**src/rtl/pipe_ctrl_pkg.sv**
```systemverilog
// Shared types and constants for the pipeline hazard controller.
package pipe_ctrl_pkg;

  localparam int REG_W      = 5;
  localparam int WAIT_CNT_W = 8;
  localparam int PERF_CNT_W = 32;

  localparam logic [WAIT_CNT_W-1:0] DM_TIMEOUT_DEF = 8'd255;

  typedef enum logic {
    RUN     = 1'b0,
    DM_WAIT = 1'b1
  } state_e;

  typedef struct packed {
    logic pc_stall;
    logic ifid_stall;
    logic idex_stall;
    logic exmem_stall;
    logic ifid_flush;
    logic idex_flush;
    logic memwb_flush;
  } ctrl_t;

endpackage

```
**src/rtl/hazard_detect.sv**
```systemverilog
// Load-use comparator: a load in EX writing a register that ID is about to read.
module hazard_detect
  import pipe_ctrl_pkg::*;
(
  input  logic [REG_W-1:0] id_rs1,
  input  logic [REG_W-1:0] id_rs2,
  input  logic             id_rs1_used,
  input  logic             id_rs2_used,
  input  logic [REG_W-1:0] ex_rd,
  input  logic             ex_MemRead,
  output logic             load_use
);

  logic rs1_hit, rs2_hit;

  assign rs1_hit  = id_rs1_used && (id_rs1 == ex_rd);
  assign rs2_hit  = id_rs2_used && (id_rs2 == ex_rd);
  // x0 is hardwired zero, so a load targeting it never creates a dependency
  assign load_use = ex_MemRead && (ex_rd != '0) && (rs1_hit || rs2_hit);

endmodule

```
**src/rtl/pipe_hazard_ctrl.sv**
```systemverilog
// Pipeline stall/flush controller with DM wait FSM and sticky timeout.
// Define PIPE_HAZARD_PERF_CNT_EN to build the stall/flush perf counters.
module pipe_hazard_ctrl
  import pipe_ctrl_pkg::*;
#(
  parameter logic [WAIT_CNT_W-1:0] DM_TIMEOUT = DM_TIMEOUT_DEF
) (
  input  logic                  clk,
  input  logic                  rst,
  input  logic [REG_W-1:0]      id_rs1,
  input  logic [REG_W-1:0]      id_rs2,
  input  logic                  id_rs1_used,
  input  logic                  id_rs2_used,
  input  logic [REG_W-1:0]      ex_rd,
  input  logic                  ex_MemRead,
  input  logic                  ex_BranchTaken,
  input  logic                  mem_req,
  input  logic                  mem_ready,
  input  logic                  im_ready,
  output logic                  pc_stall,
  output logic                  ifid_stall,
  output logic                  idex_stall,
  output logic                  exmem_stall,
  output logic                  ifid_flush,
  output logic                  idex_flush,
  output logic                  memwb_flush,
  output logic                  dm_timeout,
  output logic [PERF_CNT_W-1:0] stall_cnt,
  output logic [PERF_CNT_W-1:0] flush_cnt
);

  logic  freeze, load_use;
  ctrl_t ctrl;

  assign freeze = mem_req && !mem_ready;

  hazard_detect u_hazard_detect (
    .id_rs1      (id_rs1),
    .id_rs2      (id_rs2),
    .id_rs1_used (id_rs1_used),
    .id_rs2_used (id_rs2_used),
    .ex_rd       (ex_rd),
    .ex_MemRead  (ex_MemRead),
    .load_use    (load_use)
  );

  // Priority: reset bubbles > DM freeze > taken branch > load-use / IM wait
  always_comb begin
    ctrl = '0;
    if (rst) begin
      ctrl.ifid_flush  = 1'b1;
      ctrl.idex_flush  = 1'b1;
      ctrl.memwb_flush = 1'b1;
    end else if (freeze) begin
      ctrl.pc_stall    = 1'b1;
      ctrl.ifid_stall  = 1'b1;
      ctrl.idex_stall  = 1'b1;
      ctrl.exmem_stall = 1'b1;
      ctrl.memwb_flush = 1'b1;
    end else if (ex_BranchTaken) begin
      ctrl.ifid_flush  = 1'b1;
      ctrl.idex_flush  = 1'b1;
    end else begin
      if (load_use) begin
        ctrl.pc_stall   = 1'b1;
        ctrl.ifid_stall = 1'b1;
        ctrl.idex_flush = 1'b1;
      end
      // Holding IF/ID for the load-use retry keeps the fetched instruction
      if (!im_ready) begin
        ctrl.pc_stall   = 1'b1;
        ctrl.ifid_flush = !load_use;
      end
    end
  end

  assign pc_stall    = ctrl.pc_stall;
  assign ifid_stall  = ctrl.ifid_stall;
  assign idex_stall  = ctrl.idex_stall;
  assign exmem_stall = ctrl.exmem_stall;
  assign ifid_flush  = ctrl.ifid_flush;
  assign idex_flush  = ctrl.idex_flush;
  assign memwb_flush = ctrl.memwb_flush;

  state_e                state_q, state_d;
  logic [WAIT_CNT_W-1:0] wait_cnt_q, wait_cnt_d;
  logic                  dm_timeout_q, dm_timeout_d;

  always_comb begin
    state_d      = state_q;
    wait_cnt_d   = wait_cnt_q;
    dm_timeout_d = dm_timeout_q;
    case (state_q)
      RUN: begin
        if (freeze) begin
          state_d    = DM_WAIT;
          wait_cnt_d = '0;
        end
      end
      DM_WAIT: begin
        if (wait_cnt_q != '1) wait_cnt_d = wait_cnt_q + 1'b1;
        if (wait_cnt_d >= DM_TIMEOUT) dm_timeout_d = 1'b1;
        if (mem_ready) state_d = RUN;
      end
      default: state_d = RUN;
    endcase
  end

  always_ff @(posedge clk) begin
    if (rst) begin
      state_q      <= RUN;
      wait_cnt_q   <= '0;
      dm_timeout_q <= 1'b0;
    end else begin
      state_q      <= state_d;
      wait_cnt_q   <= wait_cnt_d;
      dm_timeout_q <= dm_timeout_d;
    end
  end

  assign dm_timeout = dm_timeout_q;

`ifdef PIPE_HAZARD_PERF_CNT_EN
  logic [PERF_CNT_W-1:0] stall_cnt_q, stall_cnt_d;
  logic [PERF_CNT_W-1:0] flush_cnt_q, flush_cnt_d;
  logic                  any_flush;

  assign any_flush = ctrl.ifid_flush || ctrl.idex_flush || ctrl.memwb_flush;

  always_comb begin
    stall_cnt_d = stall_cnt_q + {{(PERF_CNT_W-1){1'b0}}, ctrl.pc_stall};
    flush_cnt_d = flush_cnt_q + {{(PERF_CNT_W-1){1'b0}}, any_flush};
  end

  always_ff @(posedge clk) begin
    if (rst) begin
      stall_cnt_q <= '0;
      flush_cnt_q <= '0;
    end else begin
      stall_cnt_q <= stall_cnt_d;
      flush_cnt_q <= flush_cnt_d;
    end
  end

  assign stall_cnt = stall_cnt_q;
  assign flush_cnt = flush_cnt_q;
`else
  assign stall_cnt = '0;
  assign flush_cnt = '0;
`endif

endmodule
```
**config.mk**
```make
export PLATFORM = sky130hd
export DESIGN_NAME = pipe_hazard_ctrl
export DESIGN_NICKNAME = d
export VERILOG_FILES = /design/src/rtl/pipe_ctrl_pkg.sv /design/src/rtl/hazard_detect.sv /design/src/rtl/pipe_hazard_ctrl.sv
export SDC_FILE = /design/constraint.sdc
export NUM_CORES = 1
export LEC_CHECK = 0
export ABC_AREA = 0
export CORE_ASPECT_RATIO = 1.25
export CORE_MARGIN = 2
export CORE_UTILIZATION = 38
export CTS_BUF_LIST = sky130_fd_sc_hd__clkbuf_2 sky130_fd_sc_hd__clkbuf_4 sky130_fd_sc_hd__clkbuf_8
export DETAILED_ROUTE_END_ITERATION = 16
export PLACE_DENSITY = 0.88
export SLEW_MARGIN = 20
export SYNTH_ARGS = -nofsm -noshare
export SYNTH_HDL_FRONTEND = slang
export SYNTH_SLANG_ARGS = --single-unit
```
**constraint.sdc**
```tcl
create_clock -name clk -period 2.5 [get_ports clk]
set_clock_uncertainty 0.05 [all_clocks]
set_input_delay 0.25 -clock clk [delete_from_list [all_inputs] [get_ports clk]]
set_output_delay 0.25 -clock clk [all_outputs]
set_load 0.02 [all_outputs]
```
**Word-level counts from Yosys, hierarchy flattened**

Index checks and enable logic that the tools add are counted.
W data, S select, Z words.

- Register bits: 10
- Word-level logic and storage cells: 38

- Add/subtract/negate cells: 1
- Order comparisons: 1
- Equality and inequality tests: 4
- Muxes and demuxes: 18
- Bitwise operators: 1
- Reduce and logical (&&, ||, !) cells: 10

Operators by type and width:

| operator | number |
|---|---|
| $mux W8 | 3 |
| $pmux W8 S2 | 1 |
| $mux W2 | 6 |
| $eq A5 B5 Y1 | 2 |
| $add A8 B1 Y8 const B | 1 |
| $ge A8 B8 Y1 const B | 1 |
| $ne A8 B8 Y1 const B | 1 |
| $logic_and A1 B1 Y1 | 5 |
| $mux W1 | 5 |
| $reduce_bool A5 Y1 | 1 |
| $mux W4 | 1 |
| $mux W3 | 1 |
| $logic_not A1 Y1 | 2 |
| $ne A2 B2 Y1 const B | 1 |
| $pmux W1 S2 | 1 |
| $reduce_and A2 Y1 | 1 |
| $logic_or A1 B1 Y1 | 1 |
| $not A1 Y1 | 1 |

**Depth between registers and ports, before layout**

Gate-level depths: netlist of run 1.

- Depth after elaboration: 9
- Mapped depth: 6
- Depth with buffers taken out: 6

**By module**

Synthesis of run 1 repeated with hierarchy kept, for this count alone.

- Cell total of the unflattened synthesis: 162
- Area total of the unflattened synthesis: 1,272.5 µm²

By module, submodules not included:

| module | times used | cells each | area each (µm²) |
|---|---|---|---|
| pipe_hazard_ctrl | 1 | 145 | 1,138.6 |
| hazard_detect | 1 | 17 | 133.9 |

**Worst setup path after synthesis of run 1**

Ideal clock, no wire load.

- Kind: input to output
- Start: input port ex_rd[1]
- End: output port ifid_flush
- Arrival: 1.340 ns
- Required time: 2.200 ns
- Path slack: 0.860 ns
- Stages on the path: 4
- Path through: or4_1 > o21ai_2 > a21oi_2 > a21oi_1

- Word-level cells in the longest chain between the ends: 9
- Elaborated cells on any way between the ends: 13
- Classes of those cells: eq/ne (2); mux (4); reduce/logical (7)

RTL lines:

| item | line | RTL |
|---|---|---|
| from (decl) | pipe_hazard_ctrl.sv:14 | `input logic [REG_W-1:0] ex_rd,` |
| $eq A5 B5 Y1, on equally long branches | hazard_detect.sv:16, hazard_detect.sv:17 |  |
| $logic_and A1 B1 Y1, on equally long branches | hazard_detect.sv:16, hazard_detect.sv:17 |  |
| $logic_or A1 B1 Y1 | hazard_detect.sv:19 | `assign load_use = ex_MemRead && (ex_rd != '0) && (rs1_hit \|\| rs2_hit);` |
| $logic_and A1 B1 Y1 * | hazard_detect.sv:19 |  |
| $logic_not A1 Y1 * | pipe_hazard_ctrl.sv:72 | `ctrl.ifid_flush = !load_use;` |
| $mux W1 * | pipe_hazard_ctrl.sv:70 | `if (!im_ready) begin` |
| $mux W2 * | pipe_hazard_ctrl.sv:60 | `end else if (ex_BranchTaken) begin` |
| $mux W2 * | pipe_hazard_ctrl.sv:54 | `end else if (freeze) begin` |
| $mux W3 * | pipe_hazard_ctrl.sv:50 | `if (rst) begin` |
| to (decl) | pipe_hazard_ctrl.sv:24 | `output logic ifid_flush,` |

Every way passes the cells marked *; elsewhere a longest branch is shown, timed or not.

**Worst setup path in the final report of run 1**

- Start: input port ex_rd[1]
- End: output port pc_stall

- Word-level cells in the longest chain between the ends: 9
- Elaborated cells on any way between the ends: 13
- Classes of those cells: eq/ne (2); mux (5); reduce/logical (6)

RTL lines:

| item | line | RTL |
|---|---|---|
| $eq A5 B5 Y1, on equally long branches | hazard_detect.sv:16, hazard_detect.sv:17 |  |
| $logic_and A1 B1 Y1, on equally long branches | hazard_detect.sv:16, hazard_detect.sv:17 |  |
| $logic_or A1 B1 Y1 | hazard_detect.sv:19 |  |
| $logic_and A1 B1 Y1 * | hazard_detect.sv:19 |  |
| $mux W2 * | pipe_hazard_ctrl.sv:64 | `if (load_use) begin` |
| $mux W1 * | pipe_hazard_ctrl.sv:70 |  |
| $mux W2 * | pipe_hazard_ctrl.sv:60 |  |
| $mux W2 * | pipe_hazard_ctrl.sv:54 |  |
| $mux W4 * | pipe_hazard_ctrl.sv:50 |  |
| to (decl) | pipe_hazard_ctrl.sv:20 | `output logic pc_stall,` |

Marked as above.

==> flow_summary.yaml, run 1 <==
logic_synthesis:
  ys_types: 41
  synth_xor_xnor_area_share_pct: 7.95
  ys_seq_area_share_pct: 15.1
  synth_adder_area_share_pct: 0.946
  synthArstFlopShare_pct: 0
  synth_edf_count: 0
  netlist_instances: 172
  synth_seq_cells: 10
  synth_top_family_by_area: "buffers and inverters"
  yosys_warnings: 0
  synth_compound_area_share_pct: 14.5
  synth.avg_cell_area_sq_um: 7.69
  synthMuxAreaShare_pct: 0.851
  ys.flop_type: "dfxtp_1"
  synthSimpleGateAreaFrac_pct: 20.2
  syn_area_sq_um: 1320
power:
  vdd_drop_max_v: 0.000191
  power_mw: 0.526
  leakage_nw: 0.622
  p_per_area_nw_per_um2: 361
die:
  die_width_microns: 56.8
  placement_rows: 23
  core_area_sq_um: 3280
  die_area_sq_um: 3970
  num_io_pins: 96
  dieHeight_microns: 70.0
  initial_utilization_pct: 40.3
placed_design:
  pre_cts_ws_ns: -0.190
  portBuffers: 31
  placed_cells: 235
  place.gp.congestion: 0.894
  dpl-instance-area_sq_um: 1410
  hpwl_microns: 2150
setup_path:
  cp_slowest_stage_delay_ns: 0.58
  crit_required_ns: 2.20
  path_cells: "clkdlybuf4s50_1 > or4_1 > o21ai_2 > a21oi_2 > a211o_1 > dlygate4sd2_1"
  critPathBufInv: 2
  critPathKind: "in2out"
  crit_path_max_fanout: 4
  critPathLaunchType: "input pin"
  cp_top_family: "buffers and inverters"
  endpoint_kind: "output pin"
  crit_slowest_cell: "or4_1"
  cp.arrival_ns: 2.11
clocking:
  clock-sinks: 10
  cts.repair.resized: 5
  cts-root-buf: "clkbuf_8"
  ctsHoldBuffers: 0
  clockBufferDepth: 2
  clkTransAtPathRegs_ns: 0.04
  numCtsBuffers: 3
  cts_tree: "built"
  clk_latency_ns: 0.24
  cts-htree-levels: 1
  postCtsSetupBuffers: 0
grt:
  grt_pass1_wl_microns: 3960
  grt.total_usage_pct: 12.5
  grt-ovfl-total: 0
  grt_pass1_vias: 932
  antenna_found_initial: 0
  grt_max_degree: 17
cells_and_area:
  final_common_cell: "conb_1"
  stdcell_count: 238
  finalNetCount: 228
  finalCoreUtilization_pct: 44.4
  syn_to_final_growth_pct: 10.1
  most-common-layout-cells: "64 x conb_1, 27 x clkdlybuf4s50_1, 11 x a21oi_1"
  drive_above_1_share_pct: 8.46
  design_area_sq_um: 1460
  n_antenna_cell: 0
drt:
  dr.first_iter.drc_count: 5
  first_pass_iters: 5
  vias: 1064
  wl_microns: 2540
  drcViolationCount: 0
  top_layer_used: "met4"
  wl_met3_microns: 260
  dr_wl_met2_microns: 1400
  postRouteAntennaNets: 0
  wl_met1_microns: 848
  wire_per_inst_microns: 10.7
  vias_per_cell: 4.47
timing:
  holdWs_ns: 0.523
  rsz0062_at_grt: "false"
  hold_violations: 0
  finalSetupViolCount: 0
  fin_crit_sh_pct: 96.4
  worst_slack_ns: 0.0903
  slew_violations: 0
  tns_ns: 0
  clock.fmax_mhz: 415
  min_period_ns: 2.41
status:
  status: "completed"
worst_hold_path:
  worstHoldPathType: "reg2reg"
job:
  maxCapViolCount: 0
## final cells by class
cell class                      instances  area [sq um]
Clock buffer                            3          41.3
Fill cell                             335          1820
Inverter                                4          15.0
Multi-Input combinational cell        151           833
Sequential cell                        10           200
Tap cell                               37          46.3
Timing Repair Buffer                   33           320
## state kept, by name (all words and copies together) (netlist names)
signal	flops
wait_cnt_q	8
dm_timeout	1
state_q	1
## power breakdown
group	leakage [nW]	internal (mW)	switching, mW
Clock	0.0216	0.105	0.0616
Combinational	0.520	0.0619	0.131
Sequential	0.0808	0.162	0.00442
Total	0.622	0.329	0.197
## Yosys cell counts (3+ instances only)
cell      n  area share, %
a21oi_1  11            4.2
a31oi_1   3            1.4
buf_4    65             37
dfxtp_1  10             15
inv_1     4            1.1
nand2_1   5            1.4
nand3_1   6            2.3
nor2_1    7            2.0
nor2b_1   3            1.4
nor3_1    8            3.0
xnor2_1   4            2.6
xor2_1    8            5.3
## worst register-to-register path, stage by stage (launching register included)
cell and delay [ns]:
dfxtp_1 0.41, ha_1 0.32, and4_4 0.30, a21oi_2 0.07, nor4b_2 0.33, a21oi_1 0.14
a221oi_2 0.18
## path summary, 6_finish.rpt
kind,start,endpoint,slack [ns],cells past startpoint
hold reg to reg,wait_cnt_q[6]$_SDFFE_PP0P_,wait_cnt_q[6]$_SDFFE_PP0P_,0.52,2
setup / recovery,ex_rd[1],pc_stall,0.09,6
hold / removal,wait_cnt_q[6]$_SDFFE_PP0P_,wait_cnt_q[6]$_SDFFE_PP0P_,0.52,2
setup reg to reg,wait_cnt_q[0]$_SDFFE_PP0P_,dm_timeout$_SDFFE_PP0P_,0.64,6
## metal layers
layer | up-vias | GRT usage, %
met3 | 3 | 2.96
li1 | 517 | -
met4 | 0 | 4.65
met1 | 476 | 13.0
met5 | - | 0
met2 | 68 | 23.5
## kinds of logic (layout without fill, tap and decap cells)
family | count (synthesis) | in the layout
other | 1 | 64
XOR/XNOR | 12 | 12
AO/OA/AOI/OAI | 27 | 27
multiplexers | 1 | 1
AND/OR/NAND/NOR | 46 | 46
adder cells (fa/ha/maj) | 1 | 1
flip-flops | 10 | 10
buffers and inverters | 74 | 40
Power figures use the tool's default switching activity.
==> inputs of run 2 (changes only) <==
--- a/config.mk
+++ b/config.mk
@@ -8,10 +8,11 @@
 export ABC_AREA = 0
 export CORE_ASPECT_RATIO = 1.25
 export CORE_MARGIN = 2
-export CORE_UTILIZATION = 38
+export CORE_UTILIZATION = 50
 export CTS_BUF_LIST = sky130_fd_sc_hd__clkbuf_2 sky130_fd_sc_hd__clkbuf_4 sky130_fd_sc_hd__clkbuf_8
 export DETAILED_ROUTE_END_ITERATION = 16
-export PLACE_DENSITY = 0.88
+export DONT_BUFFER_PORTS = 1
+export MAX_ROUTING_LAYER = met4
 export SLEW_MARGIN = 20
 export SYNTH_ARGS = -nofsm -noshare
 export SYNTH_HDL_FRONTEND = slang
==> run 2 against run 1 <==
  * Highest routed layer unchanged
  * Fmax rose by 36%
  * Cell count down 14%
  * Via count is 10% lower
  * Largest power group is now sequential cells
  * Routed wire length is 9.7% lower
  * Die area shrank 23%
  * Sequential share of layout area increased by 3.6 points
  * Critical endpoint is now dm_timeout$_SDFFE_PP0P_
  * Design area down 21%
  * Core utilization grew 2.1 points
  * Sequential cell count did not move
==> flow_summary.yaml, run 2 (synthesis gave the netlist of run 1 again) <==
die:
  num_io_pins: 96
  core_area_sq_um: 2480
  initial_utilization_pct: 53.4
  die_area_sq_um: 3080
  die_width_microns: 50
  dieHeight_microns: 61.5
  placement_rows: 20
cells_and_area:
  n_antenna_cell: 0
  syn_to_final_growth_pct: -12.9
  final_common_cell: "conb_1"
  seq_area_sq_um: 200
  most-common-layout-cells: "64 x conb_1, 11 x a21oi_1, 10 x dfxtp_1"
  design_area_sq_um: 1150
  finalCoreUtilization_pct: 46.5
  largest_reg_flops: 8
  multiInputGateArea_sq_um: 832
  drive_above_1_share_pct: 9.88
  stdcell_count: 205
  fill_cells: 260
  regMostFlops: "wait_cnt_q"
  finalNetCount: 198
placed_design:
  placed_cells: 199
  hpwl_microns: 1840
  portBuffers: 0
  place.gp.congestion: 0.890
  dpl-instance-area_sq_um: 1100
grt:
  gr-usage-met1_pct: 15.0
  grt-ovfl-total: 0
  grt_busiest_layer: "met2"
  grt_pass1_vias: 839
  gr-usage-met2_pct: 26.1
  grt.total_usage_pct: 15.0
  antenna_found_initial: 0
  grt_use_met3_pct: 5.10
  grt_pass1_wl_microns: 3350
  grt_max_degree: 17
setup_path:
  crit_slowest_cell: "dfxtp_1"
  path_cells: "ha_1 > and4_4 > a21oi_2 > nor4b_2 > a21oi_1 > a221oi_2"
  cp.arrival_ns: 1.93
  endpoint_kind: "register"
  crit_path_max_fanout: 7
  cp_top_family: "simple AND/OR/NAND/NOR gates"
  reg2reg_depth: 6
  rr_endpoint: "dm_timeout$_SDFFE_PP0P_"
  critPathLaunchType: "register"
  critPathKind: "reg2reg"
  critPathBufInv: 0
  cp_slowest_stage_delay_ns: 0.42
  r2r-start: "wait_cnt_q[0]$_SDFFE_PP0P_"
  crit_required_ns: 2.65
  reg2reg_slack_ns: 0.72
timing:
  rsz0062_at_grt: "false"
  fin_crit_sh_pct: 71.1
  slew_violations: 0
  tns_ns: 0
  min_period_ns: 1.78
  worstMarginPinSlew_ns: 0.650
  relSlewSlack_pct: 56.5
  hold_violations: 0
  clock.fmax_mhz: 563
  finalSetupViolCount: 0
clocking:
  clockBufferDepth: 2
  numCtsBuffers: 3
  clk_latency_ns: 0.28
  clkTransAtPathRegs_ns: 0.07
  cts.repair.resized: 0
  clock-sinks: 10
  cts-htree-levels: 1
  cts_tree: "built"
  cts-root-buf: "clkbuf_4"
  ctsHoldBuffers: 2
  postCtsSetupBuffers: 0
drt:
  wl_microns: 2300
  drcViolationCount: 0
  dr.first_iter.drc_count: 14
  vias_per_cell: 4.66
  postRouteAntennaNets: 0
  vias: 956
  wire_per_inst_microns: 11.2
  first_pass_iters: 4
power:
  vdd_drop_max_v: 0.000185
  power_mw: 0.459
  p_per_area_nw_per_um2: 399
  leakage_nw: 0.500
status:
  status: "completed"
worst_hold_path:
  hold_depth: 2
  whs_endpoint: "state_q$_SDFF_PP0_"
  hold_start: "mem_req"
  worstHoldPathType: "in2reg"
job:
  maxCapViolCount: 0
-- run 2: changes by cell type in the layout (fill, tap and decap cells not counted) --
| cell | previous run | this run |
|---|---|---|
| dlygate4sd2_1 | 4 | 0 |
| clkbuf_4 | 0 | 3 |
| buf_4 | 2 | 1 |
| nor4_2 | 1 | 0 |
| clkdlybuf4s50_1 | 27 | 0 |
| nor3b_1 | 1 | 0 |
| dlygate4sd3_1 | 0 | 2 |
| nor4_1 | 1 | 2 |
| clkbuf_8 | 3 | 1 |
| nor3b_2 | 0 | 1 |
-- run 2: final cells by class --
| cell class | instances | area share, % |
|---|---|---|
| clock buffer | 4 | 3.15 |
| inverter | 4 | 1.30 |
| multi-input combinational | 151 | 72.2 |
| sequential | 10 | 17.4 |
| tap | 33 | 3.58 |
| timing repair buffer | 3 | 2.39 |
-- run 2: through the flow --
| stage | worst slack (ns) | hold slack [ns] |
|---|---|---|
| floorplan | 0.860 | 0.277 |
| global placement | 0.796 | 0.273 |
| detailed placement | 0.730 | 0.276 |
| CTS | 0.712 | 0.0780 |
| global route | 0.535 | 0.0866 |
| finish | 0.723 | 0.0807 |
-- run 2: layer usage --
layer  vias to the layer above  routed length (microns)  share of wire [%]
li1                        456                        -                  -
met1                       438                      757                 33
met2                        58                     1240                 54
met3                         4                      255                 11
met4                         0                       44                1.9
met5                         -                        0                  0
-- run 2: power by group --
| part | internal, mW | total (mW) | switching (mW) |
|---|---|---|---|
| registers | 0.161 | 0.165 | 0.00451 |
| logic | 0.0246 | 0.141 | 0.116 |
| clock network | 0.0888 | 0.153 | 0.0643 |
| total | 0.274 | 0.459 | 0.185 |
-- run 2: worst max path at each step --
stage,slack [ns],startpoint,cells past startpoint,to
5_1_grt,0.53,wait_cnt_q[0]$_SDFFE_PP0P_,6,dm_timeout$_SDFFE_PP0P_
2_1_floorplan,0.86,ex_rd[1],4,ifid_flush
4_1_cts,0.71,wait_cnt_q[0]$_SDFFE_PP0P_,6,dm_timeout$_SDFFE_PP0P_
3_5_place_dp,0.73,wait_cnt_q[0]$_SDFFE_PP0P_,6,dm_timeout$_SDFFE_PP0P_
3_3_place_gp,0.80,wait_cnt_q[0]$_SDFFE_PP0P_,6,dm_timeout$_SDFFE_PP0P_
6_report,0.72,wait_cnt_q[0]$_SDFFE_PP0P_,6,dm_timeout$_SDFFE_PP0P_
==> inputs of run 3 (changes only) <==
--- a/config.mk
+++ b/config.mk
@@ -13,6 +13,7 @@
 export DETAILED_ROUTE_END_ITERATION = 16
 export DONT_BUFFER_PORTS = 1
 export MAX_ROUTING_LAYER = met4
+export PLACE_DENSITY = 0.68
 export SLEW_MARGIN = 20
 export SYNTH_ARGS = -nofsm -noshare
 export SYNTH_HDL_FRONTEND = slang
==> constraint.sdc (replaced) <==
create_clock -name clk -period 1.6 [get_ports clk]
set_clock_uncertainty 0.05 [all_clocks]
set_input_delay 0.16 -clock clk [delete_from_list [all_inputs] [get_ports clk]]
set_output_delay 0.16 -clock clk [all_outputs]
set_load 0.02 [all_outputs]
==> run 3 against run 2 <==
  * Design area rose by 10%
  * Worst setup slack got worse by 0.67 ns
  * Largest power group unchanged
  * Core utilization rose by 4.8 points
  * Combinational power rose by 67%
  * Non-clock buffer count rose by 13
  * Largest cell class unchanged
  * Total power rose by 59%
  * Cell count rose by 6.3%
  * Highest routed layer unchanged
==> flow_summary.yaml, run 3 (synthesis gave the netlist of run 1 again) <==
setup_path:
  reg2reg_depth: 6
  cp.arrival_ns: 1.70
  rr_endpoint: "dm_timeout$_SDFFE_PP0P_"
  critPathKind: "reg2reg"
  crit_path_max_fanout: 6
  r2r-start: "wait_cnt_q[0]$_SDFFE_PP0P_"
  reg2reg_slack_ns: 0.06
  endpoint_kind: "register"
  critPathLaunchType: "register"
  crit_required_ns: 1.75
drt:
  dr.first_iter.drc_count: 34
  wl_microns: 2550
  first_pass_iters: 4
  wire_per_inst_microns: 11.7
  postRouteAntennaNets: 0
  vias_per_cell: 4.76
  drcViolationCount: 0
  vias: 1038
cells_and_area:
  drive_above_1_share_pct: 18.9
  fill_cells: 242
  most-common-layout-cells: "64 x conb_1, 13 x buf_4, 11 x a21oi_1"
  n_antenna_cell: 0
  syn_to_final_growth_pct: -3.78
  final_common_cell: "conb_1"
  stdcell_count: 218
  largest_reg_flops: 8
  finalNetCount: 211
  regMostFlops: "wait_cnt_q"
job:
  maxCapViolCount: 0
clocking:
  clockBufferDepth: 2
  clk_latency_ns: 0.28
  cts_tree: "built"
  numCtsBuffers: 3
  cts-htree-levels: 1
  cts-root-buf: "clkbuf_4"
  clkTransAtPathRegs_ns: 0.07
  clock-sinks: 10
die:
  die_width_microns: 50
  core_area_sq_um: 2480
  die_area_sq_um: 3080
  initial_utilization_pct: 53.4
  dieHeight_microns: 61.5
  num_io_pins: 96
  placement_rows: 20
timing:
  slew_violations: 0
  holdWs_ns: 0.104
  rsz0062_at_grt: "true"
  clock.fmax_mhz: 648
  finalSetupViolCount: 0
  hold_violations: 0
  min_period_ns: 1.54
  fin_crit_sh_pct: 96.5
grt:
  grt_pass1_vias: 885
  gr-usage-met1_pct: 16.3
  grt.total_usage_pct: 16.3
  grt_pass1_wl_microns: 3620
  antenna_found_initial: 0
  grt_max_degree: 11
  grt_busiest_layer: "met2"
  gr-usage-met2_pct: 29.1
  grt-ovfl-total: 0
  grt_use_met3_pct: 3.16
worst_hold_path:
  hold_start: "rst"
  hold_depth: 2
  whs_endpoint: "wait_cnt_q[6]$_SDFFE_PP0P_"
  worstHoldPathType: "in2reg"
status:
  status: "completed"
placed_design:
  placed_cells: 209
  hpwl_microns: 2020
  place.gp.congestion: 0.966
  portBuffers: 0
power:
  leakage_nw: 0.568
  p_per_area_nw_per_um2: 573
  vdd_drop_max_v: 0.000393
-- run 3: final cells by class --
type / instances / area (sq um) / area share (%)
Tap cell: 33 / 41.3 / 3.24
Sequential cell: 10 / 205 / 16.1
Inverter: 4 / 15.0 / 1.18
Multi-Input combinational cell: 151 / 847 / 66.6
Timing Repair Buffer: 16 / 128 / 10.0
Clock buffer: 4 / 36.3 / 2.85
-- run 3: through the flow --
stage	cell area, sq um	setup slack, ns	TNS [ns]	power [mW]	utilization, %
2_1_floorplan	1560	0.0150	0	0.586	-
3_3_place_gp	1170	0.0746	0	0.479	47.4
3_5_place_dp	1170	-0.0251	-0.0251	0.481	47.4
4_1_cts	1260	0.00474	0	0.731	50.7
5_1_grt	1270	-0.00462	-0.00462	0.768	51.4
6_report	1270	0.0561	0	0.730	51.4
-- run 3: how the worst max path moves through the flow --
stage	start	to	slack, ns
after floorplan	wait_cnt_q[0]$_SDFFE_PP0P_	dm_timeout$_SDFFE_PP0P_	0.02
after global placement	wait_cnt_q[1]$_SDFFE_PP0P_	dm_timeout$_SDFFE_PP0P_	0.07
after detailed placement	wait_cnt_q[1]$_SDFFE_PP0P_	dm_timeout$_SDFFE_PP0P_	-0.03
after CTS	wait_cnt_q[0]$_SDFFE_PP0P_	dm_timeout$_SDFFE_PP0P_	0.005
after global routing	wait_cnt_q[0]$_SDFFE_PP0P_	dm_timeout$_SDFFE_PP0P_	-0.005
final	wait_cnt_q[0]$_SDFFE_PP0P_	dm_timeout$_SDFFE_PP0P_	0.06
-- run 3: worst max-delay path, stage by stage (launching register included) --
cell and delay (ns):
dfxtp_2 0.34, ha_4 0.15, and4_4 0.16, and4b_1 0.19, nor4b_2 0.28, a21oi_1 0.13
a221oi_2 0.16
-- run 3: power breakdown --
group | total (mW) | switching [mW] | internal, mW | leakage (nW)
clock | 0.238 | 0.0992 | 0.139 | 0.0210
sequential | 0.256 | 0.00380 | 0.252 | 0.0828
combinational | 0.236 | 0.187 | 0.0489 | 0.464
-- run 3: metal layers --
layer | share of wire, % | vias to the layer above | wire length (microns)
met4 | 2.2 | 0 | 56
met3 | 8.1 | 5 | 206
met5 | 0 | - | 0
li1 | - | 489 | -
met2 | 55 | 56 | 1400
met1 | 35 | 488 | 889
-- run 3: repair_timing --
item / in CTS / in global routing
hold buffers: 3 / 0
setup buffers: 2 / 0
pin swaps: 2 / 4
hold endpoints to repair: 8 / 0
setup endpoints to repair: 1 / 1
gates resized for setup: 1 / 5
